`src/rtl/rom_program_sequencer.sv`:
```
// Fetch/issue controller: walks a combinational ROM as program memory, decodes
// ALU / JMP / HALT / NOP instructions and hands ALU ops over a valid/ready port.
module rom_program_sequencer #(
    parameter logic [7:0] START_ADDR = 8'h00
) (
    input  logic       clk,
    input  logic       rst,
    input  logic       start,
    output logic [7:0] rom_addr,
    input  logic [7:0] rom_data,
    output logic       op_valid,
    input  logic       op_ready,
    output logic [2:0] opcode,
    output logic [7:0] operand_a,
    output logic [7:0] operand_b,
    output logic       busy,
    output logic       halted,
    output logic [7:0] issue_cnt
);

    typedef enum logic [2:0] {
        S_IDLE,
        S_FETCH_OP,
        S_FETCH_ARG1,
        S_FETCH_ARG2,
        S_ISSUE,
        S_HALTED
    } state_t;

    // Instruction class lives in opcode byte bits [7:6].
    typedef enum logic [1:0] {
        K_ALU  = 2'b00,
        K_JMP  = 2'b01,
        K_HALT = 2'b10,
        K_NOP  = 2'b11
    } kind_t;

    state_t     state, state_next;
    logic [7:0] pc, pc_next;
    kind_t      instr_kind, instr_kind_next;
    logic [2:0] instr_op, instr_op_next;
    logic [2:0] opcode_next;
    logic [7:0] operand_a_next, operand_b_next;
    logic [7:0] issue_cnt_next;
    kind_t      fetched_kind;

    // Opcode byte bits [5:3] carry no meaning.
    logic unused_rom_bits;
    assign unused_rom_bits = ^rom_data[5:3];

    assign fetched_kind = kind_t'(rom_data[7:6]);

    // NOTE: every always_comb output gets a default before the case so no path
    // leaves a variable unassigned, which would otherwise infer a latch.
    always_comb begin
        state_next      = state;
        pc_next         = pc;
        instr_kind_next = instr_kind;
        instr_op_next   = instr_op;
        opcode_next     = opcode;
        operand_a_next  = operand_a;
        operand_b_next  = operand_b;
        issue_cnt_next  = issue_cnt;

        case (state)
            S_IDLE, S_HALTED: begin
                if (start) begin
                    pc_next        = START_ADDR;
                    issue_cnt_next = 8'd0;
                    state_next     = S_FETCH_OP;
                end
            end

            S_FETCH_OP: begin
                instr_kind_next = fetched_kind;
                instr_op_next   = rom_data[2:0];
                pc_next         = pc + 8'd1;
                case (fetched_kind)
                    K_ALU, K_JMP: state_next = S_FETCH_ARG1;
                    K_HALT:       state_next = S_HALTED;
                    default:      state_next = S_FETCH_OP;
                endcase
            end

            S_FETCH_ARG1: begin
                if (instr_kind == K_JMP) begin
                    pc_next    = rom_data;
                    state_next = S_FETCH_OP;
                end else begin
                    operand_a_next = rom_data;
                    pc_next        = pc + 8'd1;
                    state_next     = S_FETCH_ARG2;
                end
            end

            S_FETCH_ARG2: begin
                operand_b_next = rom_data;
                opcode_next    = instr_op;
                pc_next        = pc + 8'd1;
                state_next     = S_ISSUE;
            end

            S_ISSUE: begin
                if (op_ready) begin
                    issue_cnt_next = issue_cnt + 8'd1;
                    state_next     = S_FETCH_OP;
                end
            end

            default: state_next = S_IDLE;
        endcase
    end

    // NOTE: sequential state uses non-blocking assignments so every register
    // samples the pre-edge values regardless of statement order.
    always_ff @(posedge clk) begin
        if (rst) begin
            state      <= S_IDLE;
            pc         <= START_ADDR;
            instr_kind <= K_NOP;
            instr_op   <= 3'd0;
            opcode     <= 3'd0;
            operand_a  <= 8'd0;
            operand_b  <= 8'd0;
            issue_cnt  <= 8'd0;
        end else begin
            state      <= state_next;
            pc         <= pc_next;
            instr_kind <= instr_kind_next;
            instr_op   <= instr_op_next;
            opcode     <= opcode_next;
            operand_a  <= operand_a_next;
            operand_b  <= operand_b_next;
            issue_cnt  <= issue_cnt_next;
        end
    end

    assign rom_addr = pc;
    assign op_valid = (state == S_ISSUE);
    assign halted   = (state == S_HALTED);
    assign busy     = (state != S_IDLE) && (state != S_HALTED);

    // A stalled operation must keep its payload until the ALU takes it.
    op_payload_stable: assert property (
        @(posedge clk) disable iff (rst)
        (op_valid && !op_ready) |=> (op_valid && $stable({opcode, operand_a, operand_b}))
    );

    busy_halted_exclusive: assert property (
        @(posedge clk) disable iff (rst) !(busy && halted)
    );

endmodule

```
`config.mk`:
```
export PLATFORM = sky130hd
export DESIGN_NAME = rom_program_sequencer
export DESIGN_NICKNAME = d
export VERILOG_FILES = /design/src/rtl/rom_program_sequencer.sv
export SDC_FILE = /design/constraint.sdc
export NUM_CORES = 1
export LEC_CHECK = 0
export CAP_MARGIN = 20
export CORE_MARGIN = 2
export CORE_UTILIZATION = 49
export DETAILED_ROUTE_END_ITERATION = 10
export PLACE_DENSITY = 0.87
export SYNTH_ARGS = -nofsm -noshare
export SYNTH_HDL_FRONTEND = slang
export SYNTH_SLANG_ARGS = --single-unit
```
`constraint.sdc`:
```
create_clock -name clk -period 1.62 [get_ports clk]
set_input_delay 0.405 -clock clk [delete_from_list [all_inputs] [get_ports clk]]
set_output_delay 0.405 -clock clk [all_outputs]
set_load 0.05 [all_outputs]
```
==> metrics.md <==
| Metric | Value |
|---|---|
| Gate Count Post-Synth | `237` |
| Combinational Power Share | `25.8%` |
| IO Port Bufs | `49` |
| Clock Skews | `3.57 ps` |
| Switching share of power | `32.1%` |
| Setup_tns | `0 ps` |
| Kind of critical path | `flip-flop to output port` |
| Clock Pin Slew Worst Setup and Hold Paths | `90 ps` |
| Ys async rst share | `0%` |
| Initial Utilization | `51.1%` |
| Worst Setup Start Kind | `flip-flop` |
| Crit path DAT | `1200 ps` |
| Site Rows | `23` |
| Area growth from synthesis to layout | `63.6%` |
| Layout cells sized above 1 | `33.7%` |
| N_diodes | `0` |
| Met1 Wirelength | `2570 µm` |
| Critical Path Sink Type | `output port` |
| CP max-delay cell | `dfxtp_4` |
| Worst-path cell chain | `xnor2_2 > nand2b_1 > buf_12` |
| Final hold viol count | `0` |
| Starting DRT DRC Count | `212` |
| Die X | `68.8 µm` |
| Slew Viols, Final | `0` |
| Endpoints failing setup | `0` |
| Final Worst Setup Slack | `14.6 ps` |
| DR WL met3 | `500 µm` |
| CTS tree | `built` |
| # fillers | `203` |
| Int Pwr | `1.75 mW` |
| Syn_nets | `251` |
| Yosys reg bits | `43` |
| Max layer used | `met4` |
| Final HPWL DP | `4320 µm` |
| Area contributors post-synth | `dfxtp_1 (42%), mux2i_1 (7.3%), a21oi_1 (5.1%)` |
| Crit path buffers/inverters | `1` |
| Via count | `2212` |
| Avg Cell Area, Syn | `8.68 µm²` |
| Global-route wire length before repair | `10100 µm` |
| Largest net degree at the start of global routing | `25` |
| I/O Pins | `50` |
| Fin crit period | `1610 ps` |
| Leakage | `1.33 nW` |
| Routed Antenna Nets | `0` |
| Clock sinks | `43` |
| Yosys cell types | `49` |
| Crit path max-delay family | `flip-flops` |
| Post-synth top area cell | `dfxtp_1` |
| Status | `completed` |
| Final period utilization | `99.1%` |
| Vias in the first global route | `2083` |
| Final wirelength | `6720 µm` |
| Worst relative slew slack | `72.1%` |
| CP max FO | `9` |
| Root buf cell | `clkbuf_8` |
| Max Clock Freq | `0.623 GHz` |
| Most frequent cell after synthesis | `dfxtp_1` |
| Netlist Area Pre-Place | `0.00206 mm²` |
| Fin nets | `328` |
| Inserted Clock Buffers | `5` |
| Worst vdd ir | `0.000699 V` |
| Router iterations before antenna repair | `7` |
| Core region area | `0.00403 mm²` |
| Placer congestion estimate | `0.844` |
| Seq/Total Area, Yosys | `41.8%` |
| Skew-Pair Late Insertion Delay | `310 ps` |
| Slowest stage delay, CP | `390 ps` |
| EDFF count, synth | `0` |
| CTS H-Tree Depth | `2` |
| Pre-CTS worst setup slack | `-464 ps` |
| PD cells | `765 mW/mm²` |
| Measured slew at the worst slew-check pin | `419 ps` |
| Ys Warns | `0` |
| Post-synth top area share | `41.8%` |
| Die Area | `0.00473 mm²` |
| DRC errors left | `0` |
| Initial antenna violation count | `0` |
| Met2 Wirelength | `3500 µm` |
| Grt ovf | `0` |
| Hold crit path type | `flip-flop to flip-flop` |
| Average vias per placed instance | `6.06` |
| Most used DFF post-synth | `dfxtp_1` |
| Longest Clk Path Bufs | `2` |
| GRT Util Overall | `29.3%` |
| Clock power share | `29.4%` |
| Die H | `68.8 µm` |
| Max-cap violation count | `0` |
| Synth cell count leaders | `dfxtp_1 (43), nand2_1 (22), nor2_1 (22)` |
| Psw | `826 µW` |
| Share of power burned in registers | `44.9%` |
| Unrepaired setup endpoints after global routing | `yes` |
| Required time of the critical path | `1210 ps` |
| Routed WL per cell | `18.4 µm` |
what timing repair did:
action | in CTS | in global routing
setup endpoints to repair | 13 | 10
pin swaps | 1 | 0
hold buffers | 0 | 0
buffers inserted | 0 | 6
gates resized for setup | 10 | 6
final cells by class:
class                      count  area [µm²]  area share [%]
tap                           50        62.6            1.86
multi-input combinational    169        1120            33.4
clock inverter                 2        16.3           0.483
sequential                    43         885            26.3
timing repair buffer          82        1150            34.1
inverter                      13        48.8            1.45
clock buffer                   6        82.6            2.45
stage by stage:
step	area (µm²)	util [%]	hold WS [ps]	power, mW	instances
5_1_grt	3370	83.5	527	2.65	365
3_5_place_dp	3160	78.5	484	1.77	351
3_3_place_gp	3160	78.5	474	1.75	351
4_1_cts	3300	81.8	506	2.53	359
2_1_floorplan	2070	-	457	1.49	237
6_report	3370	83.5	504	2.57	365
flip-flops by register name (all words and copies together) (netlist names):
signal      flops
instr_kind      2
instr_op        3
issue_cnt       8
opcode          3
operand_a       8
operand_b       8
rom_addr        8
state           3
worst reg2reg max path, stage by stage (launching register included):
cell	delay [ps]
dfxtp_4	390
buf_4	160
buf_4	150
nor3b_4	230
a311oi_1	130
a311o_1	350
a21oi_2	100
logic make-up after synthesis:
| group | synth area share, % |
|---|---|
| AOI/OAI and AO/OA | 18.9 |
| xor gates and xnor gates | 1.28 |
| adders and majority gates | 1.22 |
| buffers and inverters | 5.84 |
| DFF | 41.8 |
| muxes | 8.03 |
| and+or+nand+nor | 22.9 |
power groups by stage:
stage / Combinational (mW) / Clock, mW / Sequential [mW]
5_1_grt: 0.691 / 0.803 / 1.16
2_1_floorplan: 0.284 / 0 / 1.21
4_1_cts: 0.614 / 0.756 / 1.16
3_5_place_dp: 0.597 / 0 / 1.18
6_report: 0.663 / 0.755 / 1.15
3_3_place_gp: 0.575 / 0 / 1.18
per-layer routing:
layer,vias up,track usage (%)
li1,1009,-
met1,1059,34.9
met2,124,49.3
met3,20,9.58
met4,0,10.8
met5,-,0
layout by cell type (no fill, tap or decap), types with 3 or more instances in the layout:
cell              n
o22ai_1           3
nand4_1           3
clkdlybuf4s50_1  10
a32oi_1           5
clkbuf_8          6
nor2_1           20
buf_12           40
dfxtp_2           7
or3_1             5
dfxtp_4           4
a21oi_1          21
mux2i_1          15
dfxtp_1          32
nand3_1          15
inv_1            13
nor2b_1           4
nand2_1          22
o21ai_0           9
nand2b_1          4
buf_4            31
path summary, 6_finish.rpt:
path	startpoint	slack, ps	depth (start not counted)	to
worst max-delay path	state[0]	10	3	busy
worst min-delay path	instr_op[0]	500	2	opcode[0]
worst max register to register	state[0]	50	6	rom_addr[4]
worst min register to register	instr_op[0]	500	2	opcode[0]
Power figures use the tool's default switching activity.
